`config.mk`:
```
export PLATFORM = sky130hd
export DESIGN_NAME = bin_to_bcd_seq
export DESIGN_NICKNAME = d
export VERILOG_FILES = /design/src/rtl/bin_to_bcd_seq.sv
export SDC_FILE = /design/constraint.sdc
export NUM_CORES = 1
export LEC_CHECK = 0
export CAP_MARGIN = 10
export CORE_MARGIN = 1
export CORE_UTILIZATION = 59
export DETAILED_ROUTE_END_ITERATION = 6
export GPL_TIMING_DRIVEN = 0
export PLACE_DENSITY = 0.85
export SKIP_CTS_REPAIR_TIMING = 1
export SYNTH_ARGS = -nofsm -noshare
export SYNTH_HDL_FRONTEND = slang
export SYNTH_SLANG_ARGS = --single-unit
```
`constraint.sdc`:
```
create_clock -name CLOCK_50 -period 6.8 [get_ports CLOCK_50]
set_input_delay 1.7 -clock CLOCK_50 [delete_from_list [all_inputs] [get_ports CLOCK_50]]
set_output_delay 1.7 -clock CLOCK_50 [all_outputs]
set_load 0.01 [all_outputs]
```
`src/rtl/bin_to_bcd_seq.sv`:
```
// ---------------------------------------------------------------------------
// bin_to_bcd_seq
//   Sequential binary-to-BCD converter (double dabble, one input bit per
//   clock) with a registered active-low seven-segment display stage.
//
//   Parameters
//     WIDTH   : input value width in bits (2..32)
//     DIGITS  : number of BCD output digits (1..10)
//
//   Ports
//     CLOCK_50 : system clock, rising edge
//     RESET    : synchronous, active-high reset
//     start    : conversion request, sampled only while busy=0
//     bin      : unsigned value, captured on the accepted start edge
//     busy     : conversion in progress (exactly WIDTH cycles)
//     done     : one-cycle pulse, results valid from this cycle onward
//     overflow : last result did not fit in DIGITS digits
//     bcd      : packed BCD result, digit 0 (units) in [3:0]
//     hex      : seven-segment patterns, active-low gfedcba, digit 0 in [6:0]
//
//   Optional feature
//     BIN2BCD_BLANK_EN : when defined, zero digits above the most
//                        significant non-zero digit are blanked (digit 0 and
//                        the overflow display are never blanked).
// ---------------------------------------------------------------------------
module bin_to_bcd_seq #(
    parameter int WIDTH  = 8,
    parameter int DIGITS = 3
) (
    input  logic                  CLOCK_50,
    input  logic                  RESET,
    input  logic                  start,
    input  logic [WIDTH-1:0]      bin,
    output logic                  busy,
    output logic                  done,
    output logic                  overflow,
    output logic [4*DIGITS-1:0]   bcd,
    output logic [7*DIGITS-1:0]   hex
);

    localparam int BW = 4 * DIGITS;
    localparam int HW = 7 * DIGITS;
    localparam int CW = $clog2(WIDTH + 1);

    typedef enum logic [1:0] {
        S_IDLE,
        S_SHIFT,
        S_DONE
    } state_e;

    // Segment table, active-low gfedcba. Non-decimal codes are dark.
    function automatic logic [6:0] seg7(input logic [3:0] d);
        case (d)
            4'd0:    seg7 = 7'b1000000;
            4'd1:    seg7 = 7'b1111001;
            4'd2:    seg7 = 7'b0100100;
            4'd3:    seg7 = 7'b0110000;
            4'd4:    seg7 = 7'b0011001;
            4'd5:    seg7 = 7'b0010010;
            4'd6:    seg7 = 7'b0000010;
            4'd7:    seg7 = 7'b1111000;
            4'd8:    seg7 = 7'b0000000;
            4'd9:    seg7 = 7'b0010000;
            default: seg7 = 7'b1111111;
        endcase
    endfunction

    // Full display for a result. Also yields the reset display when called
    // with a zero value and no overflow.
    function automatic logic [HW-1:0] display(input logic [BW-1:0] b,
                                              input logic          ovf);
`ifdef BIN2BCD_BLANK_EN
        logic leading;
        leading = 1'b1;
`endif
        display = '0;
        // Walk from the top digit down so leading zeros are known.
        for (int i = DIGITS - 1; i >= 0; i--) begin
            if (ovf) begin
                display[7*i +: 7] = 7'b0111111;
            end else begin
`ifdef BIN2BCD_BLANK_EN
                if (leading && (b[4*i +: 4] == 4'd0) && (i != 0)) begin
                    display[7*i +: 7] = 7'b1111111;
                end else begin
                    leading           = 1'b0;
                    display[7*i +: 7] = seg7(b[4*i +: 4]);
                end
`else
                display[7*i +: 7] = seg7(b[4*i +: 4]);
`endif
            end
        end
    endfunction

    state_e           state_q, state_d;
    logic [WIDTH-1:0] shift_q, shift_d;
    logic [BW-1:0]    work_q,  work_d;
    logic             flag_q,  flag_d;
    logic [CW-1:0]    cnt_q,   cnt_d;
    logic [BW-1:0]    bcd_q,   bcd_d;
    logic [HW-1:0]    hex_q,   hex_d;
    logic             ovf_q,   ovf_d;

    // One double-dabble step on the working register.
    logic [BW-1:0]    adj;
    logic [BW-1:0]    work_shift;
    logic [WIDTH-1:0] shift_shift;
    logic             carry;
    logic             ovf_next;
    logic [BW-1:0]    bcd_next;

    always_comb begin
        adj = work_q;
        for (int i = 0; i < DIGITS; i++) begin
            if (work_q[4*i +: 4] >= 4'd5) begin
                adj[4*i +: 4] = work_q[4*i +: 4] + 4'd3;
            end
        end
        // A bit leaving the top digit means the value needs another digit.
        carry       = adj[BW-1];
        work_shift  = {adj[BW-2:0], shift_q[WIDTH-1]};
        shift_shift = {shift_q[WIDTH-2:0], 1'b0};
        ovf_next    = flag_q | carry;
        bcd_next    = ovf_next ? '1 : work_shift;
    end

    always_comb begin
        // NOTE: every variable gets a hold value first so no path through
        // the case statement leaves one unassigned and infers a latch.
        state_d = state_q;
        shift_d = shift_q;
        work_d  = work_q;
        flag_d  = flag_q;
        cnt_d   = cnt_q;
        bcd_d   = bcd_q;
        hex_d   = hex_q;
        ovf_d   = ovf_q;

        case (state_q)
            S_IDLE, S_DONE: begin
                if (start) begin
                    state_d = S_SHIFT;
                    shift_d = bin;
                    work_d  = '0;
                    flag_d  = 1'b0;
                    cnt_d   = CW'(WIDTH);
                end else begin
                    state_d = S_IDLE;
                end
            end
            S_SHIFT: begin
                work_d  = work_shift;
                shift_d = shift_shift;
                flag_d  = ovf_next;
                cnt_d   = cnt_q - CW'(1);
                if (cnt_q == CW'(1)) begin
                    state_d = S_DONE;
                    bcd_d   = bcd_next;
                    ovf_d   = ovf_next;
                    hex_d   = display(bcd_next, ovf_next);
                end
            end
            default: state_d = S_IDLE;
        endcase
    end

    // NOTE: sequential state uses non-blocking assignments so every flop
    // samples the pre-edge value of every other flop.
    always_ff @(posedge CLOCK_50) begin
        if (RESET) begin
            state_q <= S_IDLE;
            shift_q <= '0;
            work_q  <= '0;
            flag_q  <= 1'b0;
            cnt_q   <= '0;
            bcd_q   <= '0;
            hex_q   <= display('0, 1'b0);
            ovf_q   <= 1'b0;
        end else begin
            state_q <= state_d;
            shift_q <= shift_d;
            work_q  <= work_d;
            flag_q  <= flag_d;
            cnt_q   <= cnt_d;
            bcd_q   <= bcd_d;
            hex_q   <= hex_d;
            ovf_q   <= ovf_d;
        end
    end

    assign busy     = (state_q == S_SHIFT);
    assign done     = (state_q == S_DONE);
    assign overflow = ovf_q;
    assign bcd      = bcd_q;
    assign hex      = hex_q;

endmodule

```
**Yosys cells after proc, flatten, opt, wreduce, memory -nomap -nowiden**

Memory sizes are Yosys's and may differ from the RTL's.
Cells that the tools add are included.

- Flip-flop bits (word level): 61
- Bits in read-only memories: 336
- Input bits: 11
- Output and inout bits: 36
- Logic and storage cells: 47
- Memories kept: 3

Memory list:

| memory | depth | bits a word | read ports | clocked after Yosys merged registers in | wr ports | RTL line | text |
|---|---|---|---|---|---|---|---|
| (name not given) | 16 | 7 | 1 | 0 | 0 | 53 | `case (d)` |
| (name not given) | 16 | 7 | 1 | 0 | 0 | 53 |  |
| (name not given) | 16 | 7 | 1 | 0 | 0 | 53 |  |

- Add/sub/neg operators: 4
- Magnitude comparators: 3
- Equal/unequal tests: 5
- Mux-type cells: 18
- Bitwise gates (word level): 1
- Reduce and logical (&&, ||, !) cells: 5

Operators with widths:

| kind | number |
|---|---|
| $mux W12 | 2 |
| $pmux W12 S2 | 1 |
| $mux W7 | 3 |
| $mux W4 | 4 |
| $pmux W8 S2 | 1 |
| $add A4 B2 Y4 const B | 3 |
| $ge A4 B3 Y1 const B | 3 |
| $mux W8 | 1 |
| $pmux W4 S2 | 1 |
| $eq A4 B1 Y1 const B | 1 |
| $pmux W2 S2 | 1 |
| $reduce_and A2 Y1 | 2 |
| $sub A4 B1 Y4 const B | 1 |
| $eq A2 B1 Y1 const B | 1 |
| $eq A2 B2 Y1 const B | 1 |
| $logic_not A2 Y1 | 1 |
| $mux W1 | 2 |
| $mux W2 | 1 |
| $ne A2 B1 Y1 const B | 1 |
| $ne A2 B2 Y1 const B | 1 |
| $pmux W1 S2 | 1 |
| $reduce_bool A2 Y1 | 1 |
| $reduce_or A2 Y1 | 1 |
| $or A1 B1 Y1 | 1 |

**Logic depth before layout (Yosys ltp)**

An unclocked memory read counts as a cell.

- Depth in word-level cells: 6
- Mapped depth: 12
- Gate-level depth less buffers: 11

**Least setup slack after synthesis**

No wires, ideal clock.

- Kind: reg-to-output
- From: register state_q[1]
- To: output busy
- Data arrival time: 1.000 ns
- Data required time: 5.100 ns
- Path slack: 4.100 ns
- Stages on the path, launching flop included: 5
- Cell sequence: dfxtp_1 nand2b_1 clkbuf_1 inv_1 clkbuf_1

- Word-level cells in the longest chain between the ends: 1

RTL lines:

| item | RTL line | text |
|---|---|---|
| start, declared | 96 | `state_e state_q, state_d;` |
| start signal, assigned | 181 | `state_q <= state_d;` |
| $eq A2 B1 Y1 | 192 | `assign busy = (state_q == S_SHIFT);` |
| end, declared | 34 | `output logic busy,` |

Every way passes these cells.

**Worst setup path in the final report**

Same ends and word-level chain as after synthesis.

==> reports/results.tsv <==
metric	value	unit
synth_top_flop_cell	dfxtp_1	
grt_pass1_vias	2933	
setup_violations	0	
hold_viol	0	
fp.coreArea	0.00524	mm^2
cp_max_fo	10	
avgSynthCellArea	8.13	um^2
via_count	3229	
antenna_found_initial	0	
hpwl	6080	um
die_h	76.7	um
crit_required	5100	ps
rows	26	
hold-worst-slack	460	ps
globalRouteTotalUtil	30.2	%
ios	47	
cp_common_cell	clkbuf_1	
mostFrequentLayoutCell	nor2_1	
die-area	0.00588	mm^2
drv_cap	0	
syn-num-nets	439	
ys_seq_elements	61	
wl_per_cell	15.9	um
tns	0	ps
ys_seq_area_share	37.1	%
slowest_delay	640	ps
min_path_type	reg2reg	
cts_tree	yes	
timing.fmax	0.254	GHz
gp_congestion	0.895	
port_buffers	45	
drt-vias-per-instance	6.04	
clkSinkCount	61	
path_cells	nand2b_1, clkbuf_1, inv_1, clkbuf_1, clkdlybuf4s50_1	
fp.dieW	76.7	um
drt_iter0_markers	303	
ir_worst_vdd	0.000179	V
worstMarginPinSlew	820	ps
start_kind	flop	
slew_headroom	45.0	%
power_density	203	mW/mm^2
worst-path-buf-inv	4	
drive_gt1_share	6.24	%
gr-total-overflow	0	
layout_common_cells	nor2_1, dfxtp_1, clkdlybuf4s50_1	
wirelength	8510	um
layout.nets	495	
async_flop_share	0	%
period_needed	3930	ps
finClkSkew	10.1	ps
drc_errors	0	
worstSkewPairLatency	350	ps
worst_setup_path_end_kind	output port	
post-route-period-util	57.8	%
synth_area	0.00329	mm^2
p_leak	0.00153	uW
ant_nets	0	
cts_made_buffers	9	
worstSetupPathType	reg2out	
cts-root-buf	clkbuf_8	
clk_pin_slew	60	ps
slew_viol_final	0	
grt_max_degree	11	
ys_types	47	
grt_pass1_wl	13800	um
critPathArrivalTime	2230	ps
clk_path_buf_depth	2	
diodes	0	
critPathTopFamily	buffers and inverters	
yosysWarningCount	0	
crit_slowest_cell	clkdlybuf4s50_1	
outcome	finished, final reports clean	
area_growth_syn_to_layout	22.8	%
rsz0062_at_grt	false	
cts.htree.levels	3	
first_pass_iters	5	
syn-instance-count	405	
synth-edff-count	0	
start_util	62.8	%
num-fill-cells	396	
[Yosys cell counts, drive strengths merged (2+ instances only)]
master	number	share of area (%)
nand4	5	0.95
a311oi	2	0.53
nor2	65	7.4
o21a	6	1.4
ha	23	8.7
nor3b	3	0.68
or2	4	0.76
nand2b	8	1.7
inv	17	1.9
a21o	5	1.1
nand2	23	2.6
nor2b	4	0.76
or3	4	0.76
and3	2	0.38
a22oi	19	4.3
o31ai	3	0.68
o21ai	22	3.3
xnor2	2	0.53
o31a	2	0.53
xnor3	2	1.4
dfxtp	61	37
nor4	3	0.57
buf	6	1.1
o2111ai	2	0.53
a2111oi	2	0.53
clkbuf	21	2.5
o22ai	5	0.95
o211ai	2	0.46
a21boi	2	0.46
nor3	15	2.3
a21oi	27	4.1
nand3	4	0.61
a211oi	27	6.3
[worst register-to-register path: stages, from the launching register on]
cell	delay, ps
dfxtp_1	450
inv_1	100
ha_1	260
nor2b_1	210
nor3_1	550
nor2_1	290
nand2_1	180
ha_1	250
or4_1	530
a211oi_1	230
[through the flow]
step                instances  setup WS [ps]  instance area (um^2)  util, %  power (uW)
floorplan                 405           4100                  3290        -         434
global placement          520           3270                  3830     73.1         466
detailed placement        520           3240                  3830     73.1         469
CTS                       535           2850                  4040     77.2         819
global route              535           2770                  4040     77.2         846
finish                    535           2870                  4040     77.2         819
[flip-flops by register name, summed over array words and instances (netlist names)]
name / cells
bcd: 12
cnt_q: 4
flag_q: 1
hex: 21
overflow: 1
shift_q: 8
state_q: 2
work_q: 12
[routing by layer]
layer	routed length, um	track usage (%)
met4	218	13.8
met3	636	7.14
met5	0	0
met2	4160	51.6
met1	3500	35.6
[final timing paths]
| path | from | to | slack (ps) | depth (start not counted) |
|---|---|---|---|---|
| max | state_q[1] | busy | 2870 | 5 |
| min | shift_q[2] | shift_q[2] | 460 | 2 |
| max reg2reg | work_q[8] | hex[8] | 3670 | 9 |
| min reg2reg | shift_q[2] | shift_q[2] | 460 | 2 |
[cell families after synthesis]
kind of cell | after synthesis | synth area share [%]
buf+inv | 44 | 5.48
mux | 1 | 0.304
simple gates | 143 | 20.3
flops | 61 | 37.1
compound gates | 129 | 26.1
fa+ha+maj | 23 | 8.75
xor+xnor | 4 | 1.90
[power by group]
part	total, uW	internal, uW	switching [uW]
Clock	356	212	144
Sequential	379	370	8.47
Combinational	83.9	35.7	48.2
[final cells by class]
class                           count  area [um^2]  share of cell area [%]
Sequential cell                    61         1220                    30.2
Inverter                           17         63.8                    1.58
Buffer                             27          116                    2.88
Multi-Input combinational cell    300         1890                    46.7
Tap cell                           70         87.6                    2.17
Timing Repair Buffer               45          450                    11.1
Clock buffer                       10          138                    3.41
Clock inverter                      5         75.1                    1.86
Power figures use the tool's default switching activity.
